[src/rtl/alu_issue_stage_pkg.sv]
// alu_issue_stage_pkg: ALU control codes, RV32I opcodes and shared decode types
package alu_issue_stage_pkg;
  localparam logic [3:0] ALU_AND  = 4'b0000;
  localparam logic [3:0] ALU_OR   = 4'b0001;
  localparam logic [3:0] ALU_ADD  = 4'b0010;
  localparam logic [3:0] ALU_XOR  = 4'b0011;
  localparam logic [3:0] ALU_SLL  = 4'b0100;
  localparam logic [3:0] ALU_SLT  = 4'b0101;
  localparam logic [3:0] ALU_SUB  = 4'b0110;
  localparam logic [3:0] ALU_SLTU = 4'b0111;
  localparam logic [3:0] ALU_SRL  = 4'b1000;
  localparam logic [3:0] ALU_SRA  = 4'b1001;
  localparam logic [6:0] OPC_OP     = 7'b0110011;
  localparam logic [6:0] OPC_IMM    = 7'b0010011;
  localparam logic [6:0] OPC_BRANCH = 7'b1100011;
  localparam logic [6:0] OPC_LOAD   = 7'b0000011;
  localparam logic [6:0] OPC_STORE  = 7'b0100011;
  localparam logic [6:0] OPC_LUI    = 7'b0110111;
  localparam logic [6:0] OPC_AUIPC  = 7'b0010111;
  localparam logic [6:0] OPC_JAL    = 7'b1101111;
  localparam logic [6:0] OPC_JALR   = 7'b1100111;
  localparam logic [2:0] F3_BEQ  = 3'b000;
  localparam logic [2:0] F3_BNE  = 3'b001;
  localparam logic [2:0] F3_BLT  = 3'b100;
  localparam logic [2:0] F3_BGE  = 3'b101;
  localparam logic [2:0] F3_BLTU = 3'b110;
  localparam logic [2:0] F3_BGEU = 3'b111;
  typedef struct packed {
    logic [31:0] i;
    logic [31:0] s;
    logic [31:0] b;
    logic [31:0] u;
    logic [31:0] j;
  } imm_t;
  typedef struct packed {
    logic [3:0]  control;
    logic [31:0] a;
    logic [31:0] b;
    logic        cmp;
    logic        eq;
    logic        br;
    logic        ill;
  } issue_t;
  function automatic logic [3:0] alu_map(input logic [2:0] f3, input logic alt);
    logic [3:0] r;
    case (f3)
      3'b000:  r = alt ? ALU_SUB : ALU_ADD;
      3'b001:  r = ALU_SLL;
      3'b010:  r = ALU_SLT;
      3'b011:  r = ALU_SLTU;
      3'b100:  r = ALU_XOR;
      3'b101:  r = alt ? ALU_SRA : ALU_SRL;
      3'b110:  r = ALU_OR;
      default: r = ALU_AND;
    endcase
    return r;
  endfunction
endpackage

[src/rtl/alu_issue_stage_if.sv]
// alu_issue_stage_if: upstream operands, flush and registered ALU-side handshake bundle
interface alu_issue_stage_if;
  logic        in_valid;
  logic        in_ready;
  logic [31:0] instr;
  logic [31:0] pc;
  logic [31:0] rs1_data;
  logic [31:0] rs2_data;
  logic        flush;
  logic        out_valid;
  logic        out_ready;
  logic [31:0] ScrA;
  logic [31:0] ScrB;
  logic [3:0]  control;
  logic        Comparatorenable;
  logic        equal_inequal;
  logic        is_branch;
  logic        illegal;
  modport slave (
    input  in_valid, instr, pc, rs1_data, rs2_data, flush, out_ready,
    output in_ready, out_valid, ScrA, ScrB, control, Comparatorenable, equal_inequal, is_branch, illegal
  );
  modport master (
    output in_valid, instr, pc, rs1_data, rs2_data, flush, out_ready,
    input  in_ready, out_valid, ScrA, ScrB, control, Comparatorenable, equal_inequal, is_branch, illegal
  );
endinterface

[src/rtl/alu_issue_stage_imm_gen.sv]
// alu_issue_stage_imm_gen: sign-extended RV32I I/S/B/U/J immediates
module alu_issue_stage_imm_gen
  import alu_issue_stage_pkg::*;
(
  input  logic [31:0] instr,
  output imm_t        imm
);
  assign imm.i = {{20{instr[31]}}, instr[31:20]};
  assign imm.s = {{20{instr[31]}}, instr[31:25], instr[11:7]};
  assign imm.b = {{19{instr[31]}}, instr[31], instr[7], instr[30:25], instr[11:8], 1'b0};
  assign imm.u = {instr[31:12], 12'b0};
  assign imm.j = {{11{instr[31]}}, instr[31], instr[19:12], instr[20], instr[30:21], 1'b0};
endmodule

[src/rtl/alu_issue_stage.sv]
// alu_issue_stage: decodes RV32I into ALU control/operands and registers them behind a valid/ready stage
module alu_issue_stage
  import alu_issue_stage_pkg::*;
#(
  parameter int          XLEN     = 32,
  parameter logic [31:0] RESET_PC = 32'h0
) (
  input  logic               clk,
  input  logic               rst,
  alu_issue_stage_if.slave   io
);
  imm_t        imm;
  issue_t      d;
  issue_t      q;
  logic        v;
  logic [6:0]  opc;
  logic [2:0]  f3;
  logic [6:0]  f7;
  logic        sh;
  logic        unused_ok;
  alu_issue_stage_imm_gen u_imm (.instr(io.instr), .imm(imm));
  assign opc = io.instr[6:0];
  assign f3  = io.instr[14:12];
  assign f7  = io.instr[31:25];
  assign sh  = f3[1:0] == 2'b01;
  assign unused_ok = ^{imm.b, imm.j, RESET_PC, 32'(XLEN)};
  always_comb begin
    d = '0;
    d.control = ALU_ADD;
    case (opc)
      OPC_OP: begin
        d.a = io.rs1_data;
        d.b = sh ? {27'b0, io.rs2_data[4:0]} : io.rs2_data;
        d.control = alu_map(f3, f7[5]);
        d.ill = !(f7 == 7'h00 || (f7 == 7'h20 && (f3 == 3'b000 || f3 == 3'b101)));
      end
      OPC_IMM: begin
        d.a = io.rs1_data;
        d.b = sh ? {27'b0, io.instr[24:20]} : imm.i;
        d.control = alu_map(f3, f3 == 3'b101 && f7[5]);
      end
      OPC_BRANCH: begin
        d.a = io.rs1_data;
        d.b = io.rs2_data;
        d.cmp = 1'b1;
        d.br = 1'b1;
        d.eq = !f3[0];
        d.control = f3[2:1] == 2'b00 ? ALU_XOR : f3[1] ? ALU_SLTU : ALU_SLT;
        d.ill = f3[2:1] == 2'b01;
      end
      OPC_LOAD: begin
        d.a = io.rs1_data;
        d.b = imm.i;
      end
      OPC_STORE: begin
        d.a = io.rs1_data;
        d.b = imm.s;
      end
      OPC_LUI: d.b = imm.u;
      OPC_AUIPC: begin
        d.a = io.pc;
        d.b = imm.u;
      end
      OPC_JAL, OPC_JALR: begin
        d.a = io.pc;
        d.b = 32'd4;
      end
      default: d.ill = 1'b1;
    endcase
    if (d.ill) begin
      d = '0;
      d.ill = 1'b1;
    end
  end
  assign io.in_ready = !io.flush && (!v || io.out_ready);
  always_ff @(posedge clk or posedge rst) begin
    if (rst) begin
      v <= 1'b0;
      q <= '0;
    end else if (io.flush) begin
      v <= 1'b0;
    end else if (io.in_valid && io.in_ready) begin
      v <= 1'b1;
      q <= d;
    end else if (io.out_ready) begin
      v <= 1'b0;
    end
  end
  assign io.out_valid        = v;
  assign io.ScrA             = q.a;
  assign io.ScrB             = q.b;
  assign io.control          = q.control;
  assign io.Comparatorenable = q.cmp;
  assign io.equal_inequal    = q.eq;
  assign io.is_branch        = q.br;
  assign io.illegal          = q.ill;
endmodule

[src/flat_wrapper.sv]
// flat-port wrapper written by rule: the top's interface ports become plain ports
module alu_issue_stage_flat import alu_issue_stage_pkg::*;
#(
  parameter int          XLEN     = 32,
  parameter logic [31:0] RESET_PC = 32'h0
)
  (clk, rst, io_in_valid, io_instr, io_pc, io_rs1_data, io_rs2_data, io_flush, io_out_ready, io_in_ready, io_out_valid, io_ScrA, io_ScrB, io_control, io_Comparatorenable, io_equal_inequal, io_is_branch, io_illegal);
  alu_issue_stage_if io_i ();
  input  logic clk;
  input  logic rst;
  input wire logic [$bits(io_i.in_valid)-1:0] io_in_valid;
  input wire logic [$bits(io_i.instr)-1:0] io_instr;
  input wire logic [$bits(io_i.pc)-1:0] io_pc;
  input wire logic [$bits(io_i.rs1_data)-1:0] io_rs1_data;
  input wire logic [$bits(io_i.rs2_data)-1:0] io_rs2_data;
  input wire logic [$bits(io_i.flush)-1:0] io_flush;
  input wire logic [$bits(io_i.out_ready)-1:0] io_out_ready;
  output wire logic [$bits(io_i.in_ready)-1:0] io_in_ready;
  output wire logic [$bits(io_i.out_valid)-1:0] io_out_valid;
  output wire logic [$bits(io_i.ScrA)-1:0] io_ScrA;
  output wire logic [$bits(io_i.ScrB)-1:0] io_ScrB;
  output wire logic [$bits(io_i.control)-1:0] io_control;
  output wire logic [$bits(io_i.Comparatorenable)-1:0] io_Comparatorenable;
  output wire logic [$bits(io_i.equal_inequal)-1:0] io_equal_inequal;
  output wire logic [$bits(io_i.is_branch)-1:0] io_is_branch;
  output wire logic [$bits(io_i.illegal)-1:0] io_illegal;
  assign io_i.in_valid = io_in_valid;
  assign io_i.instr = io_instr;
  assign io_i.pc = io_pc;
  assign io_i.rs1_data = io_rs1_data;
  assign io_i.rs2_data = io_rs2_data;
  assign io_i.flush = io_flush;
  assign io_i.out_ready = io_out_ready;
  assign io_in_ready = io_i.in_ready;
  assign io_out_valid = io_i.out_valid;
  assign io_ScrA = io_i.ScrA;
  assign io_ScrB = io_i.ScrB;
  assign io_control = io_i.control;
  assign io_Comparatorenable = io_i.Comparatorenable;
  assign io_equal_inequal = io_i.equal_inequal;
  assign io_is_branch = io_i.is_branch;
  assign io_illegal = io_i.illegal;
  alu_issue_stage #(.XLEN(XLEN), .RESET_PC(RESET_PC)) u_core (.clk(clk), .rst(rst), .io(io_i));
endmodule
[config.mk]
export PLATFORM = sky130hd
export DESIGN_NAME = alu_issue_stage_flat
export DESIGN_NICKNAME = d
export VERILOG_FILES = /design/src/rtl/alu_issue_stage_pkg.sv /design/src/rtl/alu_issue_stage_if.sv /design/src/rtl/alu_issue_stage_imm_gen.sv /design/src/rtl/alu_issue_stage.sv /design/src/flat_wrapper.sv
export SDC_FILE = /design/constraint.sdc
export NUM_CORES = 1
export LEC_CHECK = 0
export ABC_AREA = 1
export BUFFER_PORTS_ARGS = -buffer_cell sky130_fd_sc_hd__buf_2
export CORE_MARGIN = 4
export CORE_UTILIZATION = 50
export DETAILED_ROUTE_END_ITERATION = 6
export GPL_ROUTABILITY_DRIVEN = 0
export GPL_TIMING_DRIVEN = 1
export HOLD_SLACK_MARGIN = 0.1
export PLACE_DENSITY = 0.94
export REMOVE_ABC_BUFFERS = 1
export SLEW_MARGIN = 20
export SYNTH_ARGS = -nofsm -noshare
export SYNTH_HDL_FRONTEND = slang
export SYNTH_SLANG_ARGS = --single-unit
[constraint.sdc]
create_clock -name clk -period 5.9 [get_ports clk]
set_input_delay 0.59 -clock clk [delete_from_list [all_inputs] [get_ports clk]]
set_output_delay 0.59 -clock clk [all_outputs]
set_load 0.02 [all_outputs]
# Word level (Yosys, flattened, before mapping)
# Index checks and enable logic that the tools add are counted.
[op_classes] eq_ne=18 mux=19 bitwise=1 n_reduce_logical=21
[op_table] cell="case mux 32 bit (7 select lines)" n=1
[op_table] cell="2-to-1 mux 72 bit" n=1
[op_table] cell="2-to-1 mux 32 bit" n=2
[op_table] cell="case mux 32 bit (2 select lines)" n=1
[op_table] cell="case mux 4 bit (7 select lines)" n=2
[op_table] cell="== test 7 x 6 -> 1 bit, second input constant" n=4
[op_table] cell="== test 7 bit, second input constant" n=3
[op_table] cell="== test 7 x 5 -> 1 bit, second input constant" n=2
[op_table] cell="case mux 4 bit (3 select lines)" n=1
[op_table] cell="== test 3 bit, second input constant" n=3
[op_table] cell="2-to-1 mux 3 bit" n=3
[op_table] cell="== test 7 x 2 -> 1 bit, second input constant" n=1
[op_table] cell="zero test 7 bit" n=1
[op_table] cell="OR reduction 7 bit" n=1
[op_table] cell="== test 3 x 2 -> 1 bit, second input constant" n=2
[op_table] cell="2-to-1 mux 1 bit" n=5
[op_table] cell="OR reduction 5 bit" n=1
[op_table] cell="== test 2 x 1 -> 1 bit, second input constant" n=2
[op_table] cell="logical AND 1 bit" n=4
[op_table] cell="zero test 1 bit" n=4
[op_table] cell="2-to-1 mux 4 bit" n=1
[op_table] cell="OR reduction 2 bit" n=2
[op_table] cell="== test 3 x 1 -> 1 bit, second input constant" n=1
[op_table] cell="zero test 3 bit" n=1
[op_table] cell="other kinds (8)" n=10
[totals] regBits=73 in_bits=133 out_inout_bits=74 elab_cells=67

# Logic depth before layout (Yosys ltp)
[logic_depth] word_depth=7 ltp_mapped=12 depth_no_buf=10

# Cells and area by module
# From an unflattened synthesis, not the netlist that was laid out.
[hier_totals] hier_cells=1046 hier_area_um2=6776.5
[by_module_without_submodules] module="alu_issue_stage" instances=1 cells_per_inst=885 area_per_inst_um2=5571.6 seq_area_each_um2=1801.7
[by_module_without_submodules] module="alu_issue_stage_imm_gen" instances=1 cells_per_inst=161 area_per_inst_um2=1204.9 seq_area_each_um2=0.0

# Worst setup path after synthesis
# No wires, ideal clock.
[synth_path] path_kind="input -> register" start="input io_out_ready" end="register u_core.q (netlist bit u_core.io.ScrA[0])" setup_time_ns=0.066 arrival_time_ns=1.876 required_ns=5.834 path_slack_ns=3.958 stages=10 n_path_buf=2 path_cell_list="inv_1 > nand2_1 > inv_1 > nor2_1 > nand2_1 > inv_1 > buf_2 > buf_1 > nand3_1 > nand2_1"
[synth_via] elab_chain_cells=4
[synth_rtl] item="from (decl)" line="flat_wrapper.sv:17" rtl="input wire logic [$bits(io_i.out_ready)-1:0] io_out_ready;"
[synth_rtl] item="logical OR 1 bit" line="alu_issue_stage.sv:75" rtl="assign io.in_ready = !io.flush && (!v || io.out_ready);"
[synth_rtl] item="logical AND 1 bit" line="alu_issue_stage.sv:75"
[synth_rtl] item="net io_in_ready" line="flat_wrapper.sv:18" rtl="output wire logic [$bits(io_i.in_ready)-1:0] io_in_ready;"
[synth_rtl] item="logical AND 1 bit" line="alu_issue_stage.sv:82" rtl="end else if (io.in_valid && io.in_ready) begin"
[synth_rtl] item="AND reduction 2 bit (no line)"
[synth_rtl] item="to (signal assigned)" line="alu_issue_stage.sv:79" rtl="q <= '0;"
[synth_rtl] item="to (signal assigned)" line="alu_issue_stage.sv:84" rtl="q <= d;"
[synth_rtl] item="to (decl)" line="alu_issue_stage.sv:14" rtl="issue_t q;"
# The timed path passes the listed nets, and every way through them passes these cells.
# A chain may end at the register's enable or synchronous reset.

# Worst setup path after layout
[layout_path] start="input io_instr[4]" end="register u_core.q (netlist bit u_core.io.ScrB[27])"
[layout_via] elab_chain_cells=4 elab_cells_between_ends=15 cone_classes="eq/ne (9); mux (3); reduce/logical (3)"
[layout_rtl] item="from (decl)" line="flat_wrapper.sv:12" rtl="input wire logic [$bits(io_i.instr)-1:0] io_instr;"
[layout_rtl] item="== test 7 x 6 -> 1 bit, or another cell as far along" line="alu_issue_stage.sv:30" rtl="case (opc)"
[layout_rtl] item="OR reduction 7 bit (no line) or OR reduction 2 bit (tied branches)"
[layout_rtl] item="case mux 1 bit (3 select lines) or case mux 32 bit (7 select lines) (tied branches)" line="alu_issue_stage.sv:30"
[layout_rtl] item="2-to-1 mux 72 bit (*)" line="alu_issue_stage.sv:70" rtl="if (d.ill) begin"
# Every way passes the cells marked *; elsewhere a longest branch is shown, timed or not.

==> summary.md <==
| Metric | Value |
|---|---|
| Status | `finished clean` |
| Reg2reg path depth | `8` |
| Max incr delay on CP | `0.74 ns` |
| Clock transition at path regs | `0.08 ns` |
| Crit-path cells | `buf_2 -> inv_1 -> nand2_2 -> nor2_2 -> nand3_1 -> nand2_1 -> nor2_2 -> nor2_8 -> nand3_1 -> nand2_1` |
| WP data required | `6.18 ns` |
| Num CTS Buffers | `9` |
| Clock skew | `0.00921 ns` |
| Synth Warn # | `0` |
| Worst-Margin Slew | `1.05 ns` |
| Fin crit share | `49.1%` |
| FP Rows | `34` |
| DRC errors left | `0` |
| Register area share after synthesis | `39.5%` |
| GR Util All Layers | `26.0%` |
| Crit path arrival time | `3.17 ns` |
| Vias in the first global route | `4777` |
| Unrepaired setup endpoints after global routing | `false` |
| TritonCTS clock tree | `done` |
| Max frequency | `345 MHz` |
| Netlist Area Pre-Place | `4570 um^2` |
| Most frequent cells in the layout | `nand2_1 (347), buf_2 (206), nand3_1 (121), nor2_1 (104), dfrtp_1 (72)` |
| Worst r2r dst | `u_core.io.ScrA[19]` |
| ANT cells | `0` |
| TritonRoute pass-1 iters | `6` |
| Pin count of the biggest net entering global routing | `76` |
| Die width | `104 um` |
| Setup_tns | `0 ns` |
| I/O Buffers | `206` |
| First-pass GRT wire length | `23.2 mm` |
| Crit-path max FO | `71` |
| Via/cell ratio | `5.15` |
| Max-slew headroom | `30.0%` |
| DR WL/cell | `14.0 um` |
| Total Nets Final | `1049` |
| Clock root buffer | `clkbuf_8` |
| Initial drt markers | `392` |
| Reg2Reg Setup Slack | `3.15 ns` |
| Hold path depth | `2` |
| Minimum clock period | `2.90 ns` |
| Clock buffer depth | `2` |
| ANT nets after route | `0` |
| Crit path kind | `primary input to flop` |
| Worst hold path type | `primary input to flop` |
| # clock sinks | `72` |
| Post-DP HPWL | `10.1 mm` |
| Hold_buf cts | `0` |
| Endpoints failing hold | `0` |
| Maxcap violations | `0` |
| Power per cell area | `192 nW/um^2` |
| Final Cell Area | `5780 um^2` |
| Core footprint | `8810 um^2` |
| Initial Util | `51.8%` |
| Max IR drop VDD | `0.119 mV` |
| Yosys cell types | `20` |
| Vias | `5304` |
| Drt total wl | `14.4 mm` |
| Final slew viol count | `0` |
| Worst Setup Start Kind | `primary input` |
| Worst-Skew Late Latency | `0.35 ns` |
| Worst R2R Start | `u_core.io.out_valid` |
| Die H | `104 um` |
| Die footprint | `10700 um^2` |
| Commonest non-fill, non-tap cell in the layout | `nand2_1` |
| Avg Inst Size Synth | `6.14 um^2` |
| # IOs | `207` |
| Placed inst area | `5540 um^2` |
| Crit-path slowest cell | `nor2_8` |
| Hold path start | `io_flush` |
| Mapped Cells | `743` |
| Congestion Overflow GR | `0` |
| Worst Hold Path EP | `u_core.io.out_valid` |
| Leak | `3.82 nW` |
| Setup bufs post-CTS | `0` |
| Seq cells post-synth | `72` |
| H-tree depth | `3` |
| Setup Viol. Count Final | `0` |
| Area delta synth->final | `26.5%` |
| Layout cell share with drive strength beyond 1 | `25.6%` |
| Kind of end point of the critical path | `flop` |
| Initial antenna violation count | `0` |
| # resized after CTS | `0` |
-- cell families (layout without fill, tap and decap cells) --
kind of cell	after synthesis	count (layout)	share of synthesized area (%)
AO/OA/AOI/OAI	8	8	1.01
AND/OR/NAND/NOR	582	582	51.8
flip-flops	72	72	39.5
buffers and inverters	81	259	7.70
-- critical path, delay by kind of cell --
family,cells,cell delay [ns]
buf+inv,2,0.23
simple gates,8,2.33
-- final cells by class --
cell class	count	area (um^2)
Clock inverter	6	108
Clock buffer	10	128
Timing Repair Buffer	210	1060
Multi-Input combinational cell	590	2420
Tap cell	108	135
Sequential cell	72	1800
Inverter	33	126
Fill cell	819	3030
-- sequential cells by signal, indices dropped and copies added, names as in the netlist --
name and cells:
u_core.io.ScrB 32, u_core.io.illegal 1, u_core.io.control 4, u_core.io.equal_inequal 1
u_core.io.ScrA 32, u_core.io.out_valid 1, u_core.io.Comparatorenable 1
-- cells in the mapped netlist --
master      n  share of area, %
clkbuf_2    1              0.11
nand2_2     1              0.14
clkbuf_1   21               1.7
a31oi_1     1              0.14
inv_2       2              0.16
nand3_1   121                13
buf_2       7              0.77
nor3_1      3              0.33
buf_4      10               1.6
o21ai_0     5              0.55
inv_1      31               2.5
o22ai_1     1              0.14
nand2_1   348                29
a21oi_2     1              0.19
nor2_1    105               8.6
nor2_2      2              0.27
buf_1       9              0.74
nor2_8      1              0.44
dfrtp_1    72                39
and2_1      1              0.14
-- power by group --
part           leakage (nW)  internal [mW]  switching, mW
registers              1.00          0.496        0.00170
logic                  2.70         0.0491         0.0905
clock network         0.116          0.280          0.189
-- worst max path at each step --
stage / from / endpoint / slack [ns]
2_1_floorplan: io_out_ready / u_core.io.ScrB[12] / 2.13
3_3_place_gp: io_instr[4] / u_core.io.ScrA[9] / 2.83
3_5_place_dp: io_instr[4] / u_core.io.ScrB[27] / 2.72
4_1_cts: io_instr[4] / u_core.io.ScrB[27] / 3.03
5_1_grt: io_instr[4] / u_core.io.ScrA[19] / 2.79
6_report: io_instr[4] / u_core.io.ScrB[27] / 3.00
-- through the flow --
stage	worst slack (ns)	utilization [%]	total power [mW]	hold slack, ns	cells
after floorplan	2.13	-	0.570	0.591	695
after global placement	2.83	62.9	0.643	0.457	1013
after detailed placement	2.72	62.9	0.646	0.460	1013
after CTS	3.03	65.6	1.11	0.396	1029
after global routing	2.79	65.6	1.15	0.416	1029
final	3.00	65.6	1.11	0.404	1029
-- layer usage --
layer / track usage (%) / share of wire [%]
met5: 0 / 0
met4: 9.02 / 2.2
met3: 4.29 / 8.3
met2: 43.5 / 49
met1: 34.3 / 41
No activity file was read; power rests on OpenSTA's default activity.
